==> src/rtl/ram_ctrl.sv <==
// Single-port controller for an 8-word x 16-bit RAM: write/read requests and a bulk clear.
// Read response appears one cycle after the accept edge (ACCESS then RESP), held until rsp_ready; requests stall while not IDLE.
module ram_ctrl (
    input  logic        clk,
    input  logic        reset,
    input  logic        req_valid,
    output logic        req_ready,
    input  logic        req_write,
    input  logic [2:0]  req_addr,
    input  logic [15:0] req_wdata,
    output logic        rsp_valid,
    input  logic        rsp_ready,
    output logic [15:0] rsp_rdata,
    input  logic        clr_start,
    output logic        busy,
    output logic [2:0]  ram_address,
    output logic [15:0] ram_in,
    output logic        ram_load,
    input  logic [15:0] ram_out
);

    typedef enum logic [1:0] {
        IDLE   = 2'd0,
        ACCESS = 2'd1,
        RESP   = 2'd2,
        CLEAR  = 2'd3
    } state_t;

    state_t      state;
    state_t      state_d;
    logic [2:0]  addr_q;
    logic [15:0] wdata_q;
    logic        write_q;
    logic [15:0] rdata_q;
    logic [2:0]  cnt;

    always_ff @(posedge clk or posedge reset) begin
        if (reset) begin
            state <= IDLE;
        end else begin
            state <= state_d;
        end
    end

    always_comb begin
        state_d     = state;
        req_ready   = 1'b0;
        rsp_valid   = 1'b0;
        ram_load    = 1'b0;
        ram_address = addr_q;
        ram_in      = wdata_q;
        case (state)
            IDLE: begin
                // A pending clear wins over a simultaneous request.
                req_ready = ~clr_start;
                if (clr_start) begin
                    state_d = CLEAR;
                end else if (req_valid) begin
                    state_d = ACCESS;
                end
            end
            ACCESS: begin
                ram_load = write_q;
                state_d  = write_q ? IDLE : RESP;
            end
            RESP: begin
                rsp_valid = 1'b1;
                if (rsp_ready) begin
                    state_d = IDLE;
                end
            end
            CLEAR: begin
                ram_address = cnt;
                ram_in      = 16'h0000;
                ram_load    = 1'b1;
                if (cnt == 3'd7) begin
                    state_d = IDLE;
                end
            end
            default: state_d = IDLE;
        endcase
    end

    always_ff @(posedge clk or posedge reset) begin
        if (reset) begin
            addr_q  <= 3'd0;
            wdata_q <= 16'h0000;
            write_q <= 1'b0;
            rdata_q <= 16'h0000;
            cnt     <= 3'd0;
        end else begin
            case (state)
                IDLE: begin
                    if (clr_start) begin
                        cnt <= 3'd0;
                    end else if (req_valid) begin
                        addr_q  <= req_addr;
                        wdata_q <= req_wdata;
                        write_q <= req_write;
                    end
                end
                ACCESS: begin
                    if (!write_q) begin
                        rdata_q <= ram_out;
                    end
                end
                CLEAR: begin
                    cnt <= (cnt == 3'd7) ? 3'd0 : cnt + 3'd1;
                end
                default: ;
            endcase
        end
    end

    assign busy      = (state != IDLE);
    assign rsp_rdata = rdata_q;

endmodule

==> config.mk <==
export PLATFORM = sky130hd
export DESIGN_NAME = ram_ctrl
export DESIGN_NICKNAME = d
export VERILOG_FILES = /design/src/rtl/ram_ctrl.sv
export SDC_FILE = /design/constraint.sdc
export NUM_CORES = 1
export LEC_CHECK = 0
export CORE_ASPECT_RATIO = 0.8
export CORE_MARGIN = 2
export CORE_UTILIZATION = 38
export CTS_CLUSTER_DIAMETER = 60
export CTS_CLUSTER_SIZE = 25
export DETAILED_ROUTE_END_ITERATION = 7
export GPL_ROUTABILITY_DRIVEN = 0
export PLACE_DENSITY = 0.8
export SYNTH_ARGS = -nofsm -noshare
export SYNTH_HDL_FRONTEND = slang
export SYNTH_SLANG_ARGS = --single-unit
export TNS_END_PERCENT = 20
==> constraint.sdc <==
create_clock -name clk -period 1.31 [get_ports clk]
set_input_delay 0.262 -clock clk [delete_from_list [all_inputs] [get_ports clk]]
set_output_delay 0.262 -clock clk [all_outputs]
set_load 0.05 [all_outputs]
# Word-level counts from Yosys, hierarchy flattened
# Index checks and enable logic that the tools add are counted.
# W data, S select, Z words.
[op_classes] n_mux=14 n_bitwise=2 n_reduce_logical=7 n_eq_ne=8 add_sub_neg=1
[op_table] operator="$mux W16" count=1
[op_table] operator="$mux W2" count=5
[op_table] operator="$mux W3" count=3
[op_table] operator="$pmux W2 S4" count=1
[op_table] operator="$ne A2 B2 Y1 const B" count=3
[op_table] operator="$pmux W3 S2" count=1
[op_table] operator="$reduce_and A3 Y1" count=2
[op_table] operator="$eq A2 B2 Y1 const B" count=2
[op_table] operator="$reduce_and A2 Y1" count=2
[op_table] operator="$reduce_bool A2 Y1" count=2
[op_table] operator="$add A3 B1 Y3 const B" count=1
[op_table] operator="$eq A3 B3 Y1 const B" count=1
[op_table] operator="$ne A3 B3 Y1 const B" count=1
[op_table] operator="$eq A2 B1 Y1 const B" count=1
[op_table] operator="$logic_not A2 Y1" count=1
[op_table] operator="$mux W1" count=2
[op_table] operator="$not A1 Y1" count=2
[op_table] operator="$pmux W1 S2" count=1
[totals] register_bits=41 inputBits=41 output_inout_bits=39 word_cells=38

# Depth between registers and ports, before layout
# Gate-level depths: netlist of run 1.
[depth] ltp_word=3 ltp_mapped=5 ltp_nobuf=5

# Worst setup path before layout of run 1
# OpenSTA, ideal clock, no wires.
[synth_path] kind="reg2reg" startpoint="register state[0]" endpoint="register addr_q[2]" setup_ns=0.125 required_ns=1.185 setup_slack_ns=-0.668 synth_period_minus_slack_ns=1.978 t_arrival_ns=1.854 stages_incl_launch_ff=5 path_buffers=1 cell_sequence="dfrtp_1 > nor3_2 > and2_4 > buf_6 > mux2_2"
[synth_between] elab_chain_cells=2
[synth_rtl] element="start, declared" line_no="29" rtl="state_t state;"
[synth_rtl] element="start signal, assigned" line_no="41" rtl="state <= state_d;"
[synth_rtl] element="$logic_not A2 Y1" line_no="92" rtl="case (state)"
[synth_rtl] element="$reduce_and A3 Y1 (no line)"
[synth_rtl] element="end signal, assigned" line_no="97" rtl="addr_q <= req_addr;"
[synth_rtl] element="end, declared" line_no="31" rtl="logic [2:0] addr_q;"
# No other way between the ends.
# A chain may end at the register's enable or synchronous reset.

# Worst setup path in the final report of run 1
[layout_path] startpoint="register state[1]" endpoint="output port ram_address[1]"
[layout_between] elab_chain_cells=2
[layout_rtl] element="$eq A2 B2 Y1" line_no="52" rtl="case (state)"
[layout_rtl] element="$mux W3" line_no="52"
[layout_rtl] element="end, declared" line_no="16" rtl="output logic [2:0] ram_address,"
# No other way between the ends.

==> results of run 1 <==
[sequential cells by signal, summed over array words and instances (netlist names)]
name       count
state          2
write_q        1
addr_q         3
wdata_q       16
rsp_rdata     16
cnt            3
[layout by cell type (no fill, tap or decap)]
cell type	count
or2_2	1
nand2_4	1
buf_2	1
buf_4	13
buf_8	14
buf_12	25
ha_1	1
nor2b_4	1
a21oi_1	2
dfrtp_1	39
buf_6	6
clkbuf_8	6
clkdlybuf4s50_1	40
nand2b_4	1
a21oi_2	1
nand2b_1	2
o22ai_1	2
clkbuf_1	1
ha_2	1
nand2_1	2
a31oi_1	1
dfrtp_2	2
o31ai_1	1
and2_1	2
nor2b_2	1
mux2_1	3
nor2_1	4
mux2_2	22
nor3_4	1
o21ai_0	3
bufinv_16	1
and2_4	16
inv_1	1
and2b_1	1
mux2_4	14
[layout make-up]
cell class,count,share of cell area
Timing Repair Buffer,99,0.383
Clock buffer,7,0.0258
Multi-Input combinational cell,84,0.252
Sequential cell,41,0.307
Tap cell,60,0.0224
Clock inverter,1,0.00897
Inverter,1,0.00112
[per-stage QoR]
stage	area, sq um	utilization
2_1_floorplan	1860	-
3_3_place_gp	2990	0.642
3_5_place_dp	2990	0.642
4_1_cts	3240	0.696
5_1_grt	3350	0.720
6_report	3350	0.720
[Yosys cell counts]
master,number
and2_4,2
mux2_2,26
a31oi_1,1
buf_6,4
nand2b_1,3
nor2_1,4
buf_4,1
nor3_2,1
clkbuf_1,2
dfrtp_1,41
mux2_4,10
and2_1,16
o22ai_1,2
inv_1,1
mux2_1,3
buf_2,1
or2_2,1
ha_1,2
nor2b_1,2
o21ai_0,3
o31ai_1,1
and2b_1,1
nand2_1,3
a21oi_1,3
[layer usage]
metal	part of all wire	global-route usage	up-vias
met1	0.42	0.203	679
met3	0.071	0.0574	9
met2	0.50	0.285	58
met4	0.016	0.0625	0
met5	0	0	-
li1	-	-	650
[worst max-delay path, stage by stage, from the launching register on]
cell	delay, ps
dfrtp_2	470
nand2_4	140
mux2_4	340
buf_12	150
[cells by family after synthesis]
| kind of cell | count (synthesis) |
|---|---|
| adder cells (fa/ha/maj) | 2 |
| flip-flops | 41 |
| AO/OA/AOI/OAI | 10 |
| buffers and inverters | 9 |
| multiplexers | 39 |
| AND/OR/NAND/NOR | 33 |
[what timing repair did]
| item | CTS | global route |
|---|---|---|
| endpoints found under the setup margin | 60 | 61 |
| setup buffers | 2 | 2 |
| gates resized for setup | 34 | 28 |
| gates cloned | 0 | 1 |
| pin swaps | 1 | 12 |
[worst paths after layout]
check | endpoint | slack (ps) | cells after the start
min reg2reg | wdata_q[5] | 500 | 1
max in group asynchronous | state[0] | 770 | 3
max | ram_address[1] | -360 | 3
min | rsp_rdata[1] | 320 | 3
max reg2reg | wdata_q[10] | -320 | 4
min in group clk | wdata_q[5] | 500 | 1
==> results.tsv, run 1 <==
metric	value	unit
Crit Path Max Fanout	6	
Total GRT Usage	0.171	
RSZ-0062 raised after global routing	true	
Syn Inst Count	134	
initial antenna violation count	0	
largest cells by area after synthesis	dfrtp_1, mux2_2, mux2_4, and2_1, buf_6	
post-synthesis mux area share	0.257	
Final Skew	6.60	ps
adder-cell share of the synthesized area	0.0135	
critical path startpoint	state[1]	
final wirelength	4440	um
Hold Crit Class	primary input to async pin	
TritonCTS clock tree	yes	
Reg clk slew, reported paths	80	ps
flops & latches, synth	41	
largest family of logic cells by synthesized area	multiplexers	
std cell rows	22	
# setup viols final	59	
Die Span Y	66.4	um
Wirelength per Cell	15.1	um
status	complete, but fails checks	
fin. max-slew vios	0	
yosys warns	0	
Worst setup SP type	register	
DP Cell Count	280	
share of the synthesized area in the top cell type	0.554	
via count	1396	
DR iter-0 viols	46	
CP Data Required Time	1050	ps
Synth Area in Simple Gates	0.107	
largest net degree at the start of global routing	37	
# DRC	0	
Synth area leader	dfrtp_1	
Layout area overhead	80.9	%
setup ws final	-355	ps
Max-cap violations	0	
area of the multi-input gates	845	sq um
hold slack	321	ps
Non-Filler Instances	293	
Slew HR	0.819	
DRT Pass-1 Iters	3	
Max Clk Rate	601	MHz
Hold-fix buffers, CTS	0	
Avg Cell Area, Syn	13.8	sq um
clk sink count	41	
period utilisation layout	1.27	
number of global-route vias before repair	1448	
core region area	4650	sq um
final setup TNS	-14580	ps
number of diodes	0	
Slew @ Worst Pin	271	ps
Fill cells	313	
post-synthesis cell area	1850	sq um
clock buffer count from CTS	5	
pre-CTS setup slack	-489	ps
Final HPWL DP	3200	um
Clock Path Buffers	2	
global route total overflow	0	
count of cell types in the netlist	24	
layout cells sized above 1	0.549	
failing checks	setup timing	
Port Buffer Count	79	
Mapped Nets	177	
post-synthesis compound-gate area fraction	0.0304	
post-route ant nets	0	
die area	5450	sq um
fin crit period	1670	ps
xor-xnor portion of the synthesized cell area	0	
Initial Util	0.398	
first-pass GRT wire length	6910	um
Clock Root Buffer	clkbuf_8	
Crit. End Element	primary output	
clk_lat worst skew	290	ps
register area	1030	sq um
critical path type	register to primary output	
Fin. Hold Viols	0	
DR vias/cell	4.76	
Die Wd	82.0	um
r2r startpoint	state[1]	
nets	275	
I/O pin cnt	80	
sequential area share after synthesis	0.554	
H-tree Lvls	2	
arrival time worst endpoint	1400	ps
Power of run 1 is left out: the tool's default activity adds up to more than one toggle a clock period on the data nets, which glitch-free logic cannot reach.
==> run 2: changes to the inputs <==
RECOVER_POWER = 100   (was unset)
==> results.tsv, run 2 (synthesis gave the netlist of run 1 again) <==
metric	value	unit	change
hold slack	439	ps	+118 ps
Hold Crit Class	primary input to async pin		
Clock Path Buffers	2		unchanged
FF-to-FF setup slack	-320	ps	about the same
core region area	4650	sq um	unchanged
Die Wd	82.0	um	unchanged
status	complete, but fails checks		
Wirelength per Cell	15.0	um	-0.90%
Total GRT Usage	0.171		unchanged
r2r startpoint	state[1]		
reg-to-reg endpoint	wdata_q[10]		
TritonCTS clock tree	yes		
critical path depth	3		unchanged
Fill cells	346		+11%
arrival time worst endpoint	1400	ps	about the same
Max Clk Rate	602	MHz	+0.19%
Fin. Hold Viols	0		unchanged
Clock Root Buffer	clkbuf_8		
critical path type	register to primary output		
std cell rows	22		unchanged
fin crit period	1660	ps	-3.13 ps
H-tree Lvls	2		unchanged
Port Buffer Count	79		unchanged
FF-to-FF path depth	4		unchanged
RSZ-0062 raised after global routing	true		
Die Span Y	66.4	um	unchanged
# DRC	0		unchanged
fin. max-slew vios	0		unchanged
Slowest cell on crit path	dfrtp_2		
Reg clk slew, reported paths	80	ps	about the same
global route total overflow	0		unchanged
Final Skew	6.89	ps	+0.287 ps
Slew HR	0.684		-0.136
Slew @ Worst Pin	474	ps	+203 ps
via count	1396		unchanged
DR iter-0 viols	65		+41%
DR vias/cell	4.76		unchanged
area of the multi-input gates	842	sq um	-0.30%
number of global-route vias before repair	1448		unchanged
Worst setup SP type	register		
DRT Pass-1 Iters	4		+1
post-route ant nets	0		unchanged
number of diodes	0		unchanged
Layout area overhead	66.9	%	
slowest stage delay, CP	470	ps	about the same
clock buffer count from CTS	5		unchanged
failing checks	setup timing		
Max-cap violations	0		unchanged
crit path buf inv count	1		unchanged
Hold-fix buffers, CTS	0		unchanged
Crit. End Element	primary output		
critical path's top delay family	flip-flops		
setup ws final	-352	ps	+3.13 ps
period utilisation layout	1.27		-0.00239
initial antenna violation count	0		unchanged
largest net degree at the start of global routing	37		unchanged
Final HPWL DP	3200	um	unchanged
commonest non-fill, non-tap cells in the layout	dfrtp_1, clkdlybuf4s50_1, mux2_2, and2_4, clkbuf_2		
clk sink count	41		unchanged
die area	5450	sq um	unchanged
layout cells sized above 1	0.541		-0.00858
Crit Path Max Fanout	6		unchanged
I/O pin cnt	80		unchanged
CP Cell Sequence	nand2_4, mux2_4, buf_12		
Initial Util	0.398		unchanged
# setup viols final	59		unchanged
first-pass GRT wire length	6910	um	unchanged
register area	1030	sq um	unchanged
final wirelength	4400	um	-0.90%
nets	275		unchanged
CP Data Required Time	1050	ps	about the same
clk_lat worst skew	290	ps	about the same
[run 2: worst max-delay path by stage]
| stage | from | to |
|---|---|---|
| after floorplan | state[1] | addr_q[2] |
| after global placement | clr_start | wdata_q[0] |
| after detailed placement | clr_start | wdata_q[10] |
| after CTS | state[1] | ram_address[1] |
| after global routing | state[1] | ram_address[1] |
| final | state[1] | ram_address[1] |
[run 2: timing repair]
item | CTS | global route
setup endpoints to repair | 60 | 61
pin swaps | 1 | 12
setup buffers | 2 | 2
gates cloned | 0 | 1
gates resized for setup | 34 | 28
[run 2: final cells by class]
class	count	area share
inverter	1	0.00121
tap	60	0.0243
timing repair buffer	99	0.332
clock buffer	7	0.0279
multi-input combinational	84	0.272
clock inverter	1	0.00972
sequential	41	0.333
[run 2: layer usage]
layer / share of wire / vias up / track usage
met5: 0 / - / 0
met4: 0.015 / 0 / 0.0625
met3: 0.069 / 9 / 0.0574
met2: 0.50 / 58 / 0.285
met1: 0.41 / 677 / 0.203
li1: - / 652 / -
[run 2: through the flow]
step                std cells  setup WS (ps)  instance area (sq um)   util  TNS (ps)
finish                    293           -352                   3090  0.664    -14400
global placement          280           -426                   2990  0.642    -12910
floorplan                 134           -403                   1860      -    -13560
detailed placement        280           -489                   2990  0.642    -13470
CTS                       290           -336                   3240  0.696    -13220
global route              293           -390                   3090  0.664    -17520
[run 2: worst min-delay path: stages]
cell and delay (ps):
dlygate4sd3_1 540, inv_1 70, clkbuf_1 240
Power of run 2 is left out for the same reason.
==> run 3: changes to the inputs <==
CAP_MARGIN = 20   (was unset)
HOLD_SLACK_MARGIN = 0.05   (was unset)
==> results of run 3 <==
The final DEF is identical to that of run 2; final timing and power are the same.
Power of run 3 is left out for the same reason.
==> patch: new RTL, settings of run 3 <==
The 4 states of `state_t` get a one-hot encoding in 4 bits.
--- a/src/rtl/ram_ctrl.sv
+++ b/src/rtl/ram_ctrl.sv
@@ -20,9 +20,9 @@
 );
 
-    typedef enum logic [1:0] {
-        IDLE   = 2'd0,
-        ACCESS = 2'd1,
-        RESP   = 2'd2,
-        CLEAR  = 2'd3
+    typedef enum logic [3:0] {
+        IDLE   = 4'b0001,
+        ACCESS = 4'b0010,
+        RESP   = 4'b0100,
+        CLEAR  = 4'b1000
     } state_t;
 
Check against the original RTL: same outputs for any inputs over 10 cycles, from zero or initial values and one cycle with reset high; not proved beyond that.
==> patch against run 3 <==
- the run still ends with negative setup slack left
- setup slack worse by 0.26 ns
- critical path type unchanged
- final area grew 9.9%
- die area rose by 13%
- hold slack got worse by 0.099 ns
- sequential cell count up 2
- count of clock-buffer cells in the layout decreased by 1
- core utilization fell by 3.6 points
- synthesized area up 13%
- largest cell class is now multi-input combinational cells
- first-iteration DRC count fell by 51%
- sequential share of layout area is 1.5 points lower
- via count grew 9.0%
- routed wire length rose by 18%
==> patch: results (changes against run 3) <==
.. list-table::
   :header-rows: 1

   * - Metric
     - Value
   * - Status
     - finished, violations left (unchanged)
   * - Failing checks
     - negative setup slack (unchanged)
   * - Half-perimeter wire length of the detailed placement result
     - 3.700 mm (was 3.195 mm)
   * - Sequential Area
     - 1080 um2 (was 1028 um2)
   * - Met1 global-route usage
     - 23.47% (was 20.35%)
   * - Top cell family by delay on the critical path
     - buffers and inverters (was flip-flops)
   * - Total negative slack
     - -30.42 ns (was -14.40 ns)
   * - Number of non-clock buffers
     - 109 (was 99)
   * - Final setup slack of the worst path
     - -0.6084 ns (was -0.3521 ns)
   * - Clock skew after layout
     - 0.009730 ns (was 0.006891 ns)
   * - Final-layout clock buffer total
     - 6 (was 7)
   * - Yosys cell types
     - 27 (was 24)
   * - Critical path's largest stage delay
     - 0.43 ns (was 0.47 ns)
   * - Share of final-layout standard cells stronger than drive strength 1
     - 60.57% (was 54.08%)
   * - Synthesized netlist net count
     - 181 (was 177)
   * - Multi-input logic cell count
     - 83 (was 84)
   * - Worst Setup Slack post-DPL
     - -0.3957 ns (was -0.4891 ns)
   * - Cells taking the most area after synthesis
     - sky130_fd_sc_hd__dfrtp_1 (50%), sky130_fd_sc_hd__mux2_4 (20%), sky130_fd_sc_hd__mux2_2 (6.4%) (was sky130_fd_sc_hd__dfrtp_1 (55%), sky130_fd_sc_hd__mux2_2 (16%), sky130_fd_sc_hd__mux2_4 (8.1%))
   * - Met2 track utilization from global routing
     - 26.63% (was 28.46%)
   * - Total met3 wirelength after detailed routing
     - 420 um (was 305 um)
   * - Non-clock inverter count in the final layout
     - 3 (was 1)
   * - Flop and latch count out of synthesis
     - 43 (was 41)
   * - Headroom to the max-slew limit
     - 69.30% (was 68.38%)
   * - Final number of setup-violating endpoints
     - 66 (was 59)
   * - Number of placed cells counting well taps
     - 299 (was 280)
   * - Largest net degree at the start of global routing
     - 19 (was 37)
   * - Setup repair bufs after CTS
     - 3 (was 2)
   * - Routed wire per std cell
     - 16.63 um (was 15.01 um)
patch: changes by cell type after synthesis, moves of 14 or more:
cell	before	now
sky130_fd_sc_hd__nor2b_1	2	17
sky130_fd_sc_hd__mux2_4	10	28
sky130_fd_sc_hd__mux2_2	26	12
sky130_fd_sc_hd__and2_1	16	0
patch: worst paths after layout:
kind,start,slack [ns],cells past startpoint,end
worst max register to register,state[2],-0.58,6,wdata_q[4]
worst max-delay path,state[2],-0.61,6,req_ready
worst min register to register,rsp_rdata[0],0.51,1,rsp_rdata[0]
min in group clk,rsp_rdata[0],0.51,1,rsp_rdata[0]
max in group asynchronous,reset,0.22,3,state[2]
worst min-delay path,reset,0.34,2,wdata_q[15]
patch: kinds of logic (layout without fill, tap and decap cells):
logic type	count (synthesis)	count (layout)	synth area share (%)
fa+ha+maj	2	2	1.192
buf+inv	12	120	5.184
flops	43	43	51.31
mux	40	40	26.46
compound gates	9	9	3.457
simple gates	32	32	12.40
